<file path="src/rtl/ahb_mem_ctrl_if.sv">
// AHB-lite slave-side bus bundle for ahb_mem_ctrl.
// Address/data-phase requests from the master, response back from the slave.
interface ahb_mem_ctrl_if;
    logic        hsel;
    logic [1:0]  fifo_pad_htrans;
    logic [31:0] fifo_pad_haddr;
    logic [2:0]  fifo_pad_hsize;
    logic        fifo_pad_hwrite;
    logic [1:0]  fifo_pad_hburst;
    logic [3:0]  fifo_pad_hprot;
    logic [31:0] biu_pad_hwdata;
    logic        pad_biu_hready;
    logic [1:0]  pad_biu_hresp;
    logic [31:0] pad_biu_hrdata;

    modport master (
        output hsel, fifo_pad_htrans, fifo_pad_haddr,
        output fifo_pad_hsize, fifo_pad_hwrite,
        output fifo_pad_hburst, fifo_pad_hprot,
        output biu_pad_hwdata,
        input  pad_biu_hready, pad_biu_hresp, pad_biu_hrdata
    );

    modport slave (
        input  hsel, fifo_pad_htrans, fifo_pad_haddr,
        input  fifo_pad_hsize, fifo_pad_hwrite,
        input  fifo_pad_hburst, fifo_pad_hprot,
        input  biu_pad_hwdata,
        output pad_biu_hready, pad_biu_hresp, pad_biu_hrdata
    );
endinterface

</file>
<file path="src/rtl/ahb_mem_ctrl.sv">
// AHB-lite to single-port SRAM controller with programmable wait states.
// Define AHB_MEM_CTRL_ERR_EN to enable out-of-window ERROR responses.
module ahb_mem_ctrl #(
    parameter int          MEM_AW    = 15,
    parameter logic [31:0] BASE_ADDR = 32'h2000_0000
) (
    input  logic              cpu_clk,
    input  logic              cpu_rst_b,
    ahb_mem_ctrl_if.slave     ahb,
    input  logic [3:0]        wait_num,
    output logic              mem_cen,
    output logic [3:0]        mem_wen,
    output logic [MEM_AW-1:0] mem_addr,
    output logic [31:0]       mem_din,
    input  logic [31:0]       mem_dout
);

    typedef enum logic [2:0] {
        IDLE, WAIT, RD_REQ, RD_DATA, WR, ERR1, ERR2
    } state_t;

    state_t            state, state_nxt, branch;
    logic [3:0]        cnt;
    logic [3:0]        lanes_q, lanes_nxt;
    logic [MEM_AW-1:0] addr_q;
    logic              wr_q;
    logic              hready;
    logic              accept;
    logic              err_hit;

`ifdef AHB_MEM_CTRL_ERR_EN
    assign err_hit = ahb.fifo_pad_haddr[31:MEM_AW+2]
                     != BASE_ADDR[31:MEM_AW+2];
`else
    assign err_hit = 1'b0;
`endif

    logic unused_ok;
    assign unused_ok = &{1'b0, ahb.fifo_pad_hburst, ahb.fifo_pad_hprot,
                         ahb.fifo_pad_haddr[31:MEM_AW+2], BASE_ADDR[0]};

    // ERR2 shows hready=1 but must not start a new transfer
    assign accept = ahb.hsel && ahb.fifo_pad_htrans[1] && hready
                    && (state != ERR2);

    always_comb begin
        lanes_nxt = 4'hF;
        unique case (1'b1)
            (ahb.fifo_pad_hsize == 3'd0):
                lanes_nxt = 4'b0001 << ahb.fifo_pad_haddr[1:0];
            (ahb.fifo_pad_hsize == 3'd1):
                lanes_nxt = ahb.fifo_pad_haddr[1] ? 4'b1100 : 4'b0011;
            default:
                lanes_nxt = 4'hF;
        endcase
    end

    always_comb begin
        branch = RD_REQ;
        if (err_hit)
            branch = ERR1;
        else if (wait_num != 4'd0)
            branch = WAIT;
        else if (ahb.fifo_pad_hwrite)
            branch = WR;
    end

    always_comb begin
        state_nxt = state;
        case (state)
            IDLE, RD_DATA, WR: state_nxt = accept ? branch : IDLE;
            WAIT: begin
                if (cnt == 4'd1)
                    state_nxt = wr_q ? WR : RD_REQ;
            end
            RD_REQ:  state_nxt = RD_DATA;
            ERR1:    state_nxt = ERR2;
            ERR2:    state_nxt = IDLE;
            default: state_nxt = IDLE;
        endcase
    end

    always_ff @(posedge cpu_clk or negedge cpu_rst_b) begin
        if (!cpu_rst_b) begin
            state   <= IDLE;
            cnt     <= 4'd0;
            lanes_q <= 4'd0;
            addr_q  <= '0;
            wr_q    <= 1'b0;
        end else begin
            state <= state_nxt;
            if (accept) begin
                addr_q  <= ahb.fifo_pad_haddr[MEM_AW+1:2];
                lanes_q <= lanes_nxt;
                wr_q    <= ahb.fifo_pad_hwrite;
                cnt     <= wait_num;
            end else if (state == WAIT) begin
                cnt <= cnt - 4'd1;
            end
        end
    end

    always_comb begin
        hready  = 1'b1;
        mem_cen = 1'b1;
        mem_wen = 4'hF;
        mem_din = 32'h0;
        ahb.pad_biu_hresp  = 2'd0;
        ahb.pad_biu_hrdata = 32'h0;
        case (state)
            WAIT:   hready = 1'b0;
            RD_REQ: begin
                hready  = 1'b0;
                mem_cen = 1'b0;
            end
            RD_DATA: ahb.pad_biu_hrdata = mem_dout;
            WR: begin
                mem_cen = 1'b0;
                mem_wen = ~lanes_q;
                mem_din = ahb.biu_pad_hwdata;
            end
            ERR1: begin
                hready = 1'b0;
                ahb.pad_biu_hresp = 2'd1;
            end
            ERR2: ahb.pad_biu_hresp = 2'd1;
            default: ;
        endcase
    end

    assign ahb.pad_biu_hready = hready;
    assign mem_addr           = addr_q;

endmodule
</file>
<file path="src/flat_wrapper.sv">
// flat-port wrapper written by rule: the top's interface ports become plain ports
module ahb_mem_ctrl_flat 
#(
    parameter int          MEM_AW    = 15,
    parameter logic [31:0] BASE_ADDR = 32'h2000_0000
)
  (cpu_clk, cpu_rst_b, wait_num, mem_cen, mem_wen, mem_addr, mem_din, mem_dout, ahb_hsel, ahb_fifo_pad_htrans, ahb_fifo_pad_haddr, ahb_fifo_pad_hsize, ahb_fifo_pad_hwrite, ahb_fifo_pad_hburst, ahb_fifo_pad_hprot, ahb_biu_pad_hwdata, ahb_pad_biu_hready, ahb_pad_biu_hresp, ahb_pad_biu_hrdata);
  ahb_mem_ctrl_if ahb_i ();
  input  logic cpu_clk;
  input  logic cpu_rst_b;
  input  logic [3:0] wait_num;
  output logic mem_cen;
  output logic [3:0] mem_wen;
  output logic [MEM_AW-1:0] mem_addr;
  output logic [31:0] mem_din;
  input  logic [31:0] mem_dout;
  input wire logic [$bits(ahb_i.hsel)-1:0] ahb_hsel;
  input wire logic [$bits(ahb_i.fifo_pad_htrans)-1:0] ahb_fifo_pad_htrans;
  input wire logic [$bits(ahb_i.fifo_pad_haddr)-1:0] ahb_fifo_pad_haddr;
  input wire logic [$bits(ahb_i.fifo_pad_hsize)-1:0] ahb_fifo_pad_hsize;
  input wire logic [$bits(ahb_i.fifo_pad_hwrite)-1:0] ahb_fifo_pad_hwrite;
  input wire logic [$bits(ahb_i.fifo_pad_hburst)-1:0] ahb_fifo_pad_hburst;
  input wire logic [$bits(ahb_i.fifo_pad_hprot)-1:0] ahb_fifo_pad_hprot;
  input wire logic [$bits(ahb_i.biu_pad_hwdata)-1:0] ahb_biu_pad_hwdata;
  output wire logic [$bits(ahb_i.pad_biu_hready)-1:0] ahb_pad_biu_hready;
  output wire logic [$bits(ahb_i.pad_biu_hresp)-1:0] ahb_pad_biu_hresp;
  output wire logic [$bits(ahb_i.pad_biu_hrdata)-1:0] ahb_pad_biu_hrdata;
  assign ahb_i.hsel = ahb_hsel;
  assign ahb_i.fifo_pad_htrans = ahb_fifo_pad_htrans;
  assign ahb_i.fifo_pad_haddr = ahb_fifo_pad_haddr;
  assign ahb_i.fifo_pad_hsize = ahb_fifo_pad_hsize;
  assign ahb_i.fifo_pad_hwrite = ahb_fifo_pad_hwrite;
  assign ahb_i.fifo_pad_hburst = ahb_fifo_pad_hburst;
  assign ahb_i.fifo_pad_hprot = ahb_fifo_pad_hprot;
  assign ahb_i.biu_pad_hwdata = ahb_biu_pad_hwdata;
  assign ahb_pad_biu_hready = ahb_i.pad_biu_hready;
  assign ahb_pad_biu_hresp = ahb_i.pad_biu_hresp;
  assign ahb_pad_biu_hrdata = ahb_i.pad_biu_hrdata;
  ahb_mem_ctrl #(.MEM_AW(MEM_AW), .BASE_ADDR(BASE_ADDR)) u_core (.cpu_clk(cpu_clk), .cpu_rst_b(cpu_rst_b), .ahb(ahb_i), .wait_num(wait_num), .mem_cen(mem_cen), .mem_wen(mem_wen), .mem_addr(mem_addr), .mem_din(mem_din), .mem_dout(mem_dout));
endmodule
</file>
<file path="config.mk">
export PLATFORM = sky130hd
export DESIGN_NAME = ahb_mem_ctrl_flat
export DESIGN_NICKNAME = d
export VERILOG_FILES = /design/src/rtl/ahb_mem_ctrl_if.sv /design/src/rtl/ahb_mem_ctrl.sv /design/src/flat_wrapper.sv
export SDC_FILE = /design/constraint.sdc
export NUM_CORES = 1
export LEC_CHECK = 0
export CORE_UTILIZATION = 29
export DETAILED_ROUTE_END_ITERATION = 8
export HOLD_SLACK_MARGIN = 0.03
export PLACE_DENSITY = 0.95
export SYNTH_ARGS = -nofsm -noshare
export SYNTH_HDL_FRONTEND = slang
export SYNTH_SLANG_ARGS = --single-unit
export TNS_END_PERCENT = 5
</file>
<file path="constraint.sdc">
create_clock -name cpu_clk -period 4.7 [get_ports cpu_clk]
set_input_delay 0.94 -clock cpu_clk [delete_from_list [all_inputs] [get_ports cpu_clk]]
set_output_delay 0.94 -clock cpu_clk [all_outputs]
set_load 0.05 [all_outputs]
</file>
==> impl_metrics.env <==
export IMPL_status="completed"
export IMPL_required_ns=3.76
export IMPL_r2r_setup_slack_ns=2.51
export IMPL_critPathKind="flip-flop to output port"
export IMPL_cts_buffers=3
export IMPL_initial_utilization=0.308
export IMPL_finish_utilization=0.638
export IMPL_syn_inst=189
export IMPL_hold_buffers=0
export IMPL_stdcell_count=433
export IMPL_timing_final_ws_setup_ns=1.08
export IMPL_synth_seq_cells=27
export IMPL_htreeDepth=1
export IMPL_post_cts_setup_buffers=0
export IMPL_vias=1936
export IMPL_synth_cell_area_um2=1740
export IMPL_antenna_cells=0
export IMPL_wl_um=5400
export IMPL_cts_resized=0
export IMPL_grt_overflow=0
export IMPL_ant_nets=0
export IMPL_tns_ns=0
export IMPL_grt_max_degree=37
export IMPL_yosysUniqueCellTypes=35
export IMPL_cts_buffer_depth=2
export IMPL_vias_per_cell=4.47
export IMPL_finalMaxSlewViolations=0
export IMPL_maxSlewHeadroom=0.504
export IMPL_ys_seq_area_frac=0.389
export IMPL_hold_depth=1
export IMPL_wl_per_cell_um=12.5
export IMPL_tightest_slew_ns=0.743
export IMPL_dp_hpwl_um=4570
export IMPL_syn_mean_instance_area_um2=9.20
export IMPL_finalCritPeriodShare=0.769
export IMPL_pre_cts_slack_ns=1.37
export IMPL_crit_chain="inv_1 > and3_1 > and2_1 > clkdlybuf4s50_1"
export IMPL_total_power_mw=2.03
export IMPL_critical_path_top_delay_family="buffers and inverters"
export IMPL_leakage_nw=1.42
export IMPL_numPortBuffers=178
export IMPL_max_freq_mhz=277
export IMPL_holdWs_ns=0.510
export IMPL_path_clk_slew_ns=0.08
export IMPL_dr_pass1_iters=4
export IMPL_finalSetupViolations=0
export IMPL_critPathLaunchType="flip-flop"
export IMPL_hp_start="u_core.mem_addr[8]$_DFFE_PN0P_"
export IMPL_fin_skew_ns=0.000989
export IMPL_synth_fp_nets=306
export IMPL_timing_rr_end="u_core.mem_addr[9]$_DFFE_PN0P_"
export IMPL_rr_worst_depth=4
export IMPL_p_per_area_nw_per_um2=565
export IMPL_crit_path_max_incr_delay_ns=0.80
export IMPL_die_h_um=79.4
export IMPL_hp_class="flip-flop to flip-flop"
export IMPL_slowest_stage="clkdlybuf4s50_1"
export IMPL_yosys_warnings=0
export IMPL_drive_gt1_frac=0.0720
export IMPL_critPathBufInv=2
export IMPL_drv_cap=0
export IMPL_dpl_cell_area_um2=3560
export IMPL_rows=27
export IMPL_place_gp_congestion=0.849
export IMPL_core_um2=5640
export IMPL_end_kind="output port"
export IMPL_hold_viol=0
export IMPL_dieWidth_um=79.4
export IMPL_grt_use_total=0.165
export IMPL_antenna_found_initial=0
export IMPL_reg2reg_from="u_core.state[1]$_DFFE_PN0P_"
export IMPL_min_to="u_core.mem_addr[8]$_DFFE_PN0P_"
export IMPL_post_route_cell_area_um2=3600
export IMPL_dp_cells=429
export IMPL_crit_path_max_fanout=32
export IMPL_worstPathArrival_ns=2.68
export IMPL_area_growth_syn_to_layout_pct=107
export IMPL_initialDrtViolationCount=37
export IMPL_period_minus_slack_ns=3.62
export IMPL_cts_root_buffer="clkbuf_8"
export IMPL_ir_drop_mv=0.446
export IMPL_grt_pass1_wl_um=8170
export IMPL_grt_pass1_vias=1842
export IMPL_clock_latency_ns=0.27
export IMPL_io_pins=202
export IMPL_nFillCells=452
export IMPL_cts_tree="done"
export IMPL_nets=479
export IMPL_grt_setup_unrepaired="no"
export IMPL_drc=0
export IMPL_dieArea_um2=6310
export IMPL_cts_num_sinks=27
-- how the worst max path moves through the flow --
| stage | startpoint | end | slack (ns) | cells past startpoint |
|---|---|---|---|---|
| after global routing | u_core.state[2]$_DFFE_PN0P_ | ahb_pad_biu_hrdata[4] | 0.90 | 4 |
| after CTS | u_core.state[1]$_DFFE_PN0P_ | mem_din[3] | 1.06 | 4 |
| after floorplan | u_core.state[0]$_DFFE_PN0P_ | mem_din[10] | 2.22 | 4 |
| after detailed placement | u_core.state[1]$_DFFE_PN0P_ | mem_din[3] | 1.37 | 4 |
| final | u_core.state[2]$_DFFE_PN0P_ | ahb_pad_biu_hrdata[4] | 1.08 | 4 |
| after global placement | u_core.state[2]$_DFFE_PN0P_ | ahb_pad_biu_hrdata[0] | 1.43 | 4 |
-- cell usage after synthesis --
| master | n | area, µm² |
|---|---|---|
| a31oi_1 | 4 | 25.0 |
| nor2_1 | 8 | 30.0 |
| nor2_2 | 1 | 6.26 |
| and2_1 | 65 | 407 |
| and3_1 | 1 | 6.26 |
| a21oi_1 | 6 | 30.0 |
| inv_1 | 5 | 18.8 |
| xor2_1 | 3 | 26.3 |
| nor2b_1 | 1 | 6.26 |
| a211oi_1 | 2 | 15.0 |
| o21bai_1 | 2 | 15.0 |
| or3_1 | 1 | 6.26 |
| a221o_1 | 1 | 10.0 |
| ha_1 | 2 | 25.0 |
| buf_2 | 4 | 20.0 |
| nor4_1 | 1 | 6.26 |
| nand3b_1 | 2 | 15.0 |
| o22ai_1 | 1 | 6.26 |
| o21ai_0 | 6 | 30.0 |
| o31ai_1 | 1 | 7.51 |
| mux2_2 | 17 | 191 |
| buf_6 | 2 | 22.5 |
| nor3_1 | 1 | 5.00 |
| nor3b_2 | 1 | 12.5 |
| nand3_1 | 1 | 5.00 |
| buf_4 | 1 | 7.51 |
| conb_1 | 1 | 3.75 |
| a2bb2oi_1 | 1 | 8.76 |
| nor2_4 | 1 | 11.3 |
| a21boi_0 | 1 | 7.51 |
| nand2_1 | 11 | 41.3 |
| dfrtp_1 | 27 | 676 |
| or2_2 | 1 | 6.26 |
| xnor2_1 | 1 | 8.76 |
| clkbuf_1 | 5 | 18.8 |
-- worst reg2reg max path, cell delays in order (launching register included) --
cell	delay, ns
dfrtp_1	0.52
xor2_1	0.23
nor2_2	0.61
buf_4	0.36
mux2_2	0.36
-- area by class of cell --
type                       count  area (µm²)  share of cell area
multi-input combinational    145         975               0.271
tap                           72        90.1              0.0250
inverter                       5        18.8             0.00521
sequential                    27         676               0.188
timing repair buffer         180        1800               0.499
clock buffer                   4        45.0              0.0125
-- registers in the layout, summed over array words and instances, names as in the netlist --
signal and flops:
u_core.wr_q 1, u_core.mem_addr 15, u_core.state 3, u_core.cnt 4, u_core.lanes_q 4
-- layout by cell type (no fill, tap or decap), types with 3 or more instances in the layout --
cell type / synthesis / final
and2_1: 65 / 65
xor2_1: 3 / 3
a21oi_1: 6 / 6
a31oi_1: 4 / 4
mux2_2: 17 / 17
clkdlybuf4s50_1: 0 / 178
inv_1: 5 / 5
clkbuf_8: 0 / 3
nand2_1: 11 / 11
o21ai_0: 6 / 6
dfrtp_1: 27 / 27
nor2_1: 8 / 8
-- logic make-up (layout without fill, tap and decap cells) --
logic type | Yosys count | count (layout) | share of synthesized area
AND/OR/NAND/NOR | 96 | 96 | 0.325
flip-flops | 27 | 27 | 0.389
AO/OA/AOI/OAI | 25 | 25 | 0.0893
multiplexers | 17 | 17 | 0.110
buffers and inverters | 17 | 189 | 0.0504
XOR/XNOR | 4 | 4 | 0.0202
adder cells (fa/ha/maj) | 2 | 2 | 0.0144
other | 1 | 1 | 0.00216
-- where the power goes --
group | switching, mW | internal (mW)
registers | 0.0897 | 0.351
logic | 0.906 | 0.560
clock network | 0.0681 | 0.0608
-- per-layer routing --
metal  track usage  vias to the layer above  routed length, µm
li1              -                      960                  -
met1         0.164                      872               1910
met2         0.339                       99               2960
met3        0.0320                        5                475
met4        0.0436                        0                 51
met5             0                        -                  0
No activity file was read; power rests on OpenSTA's default activity.
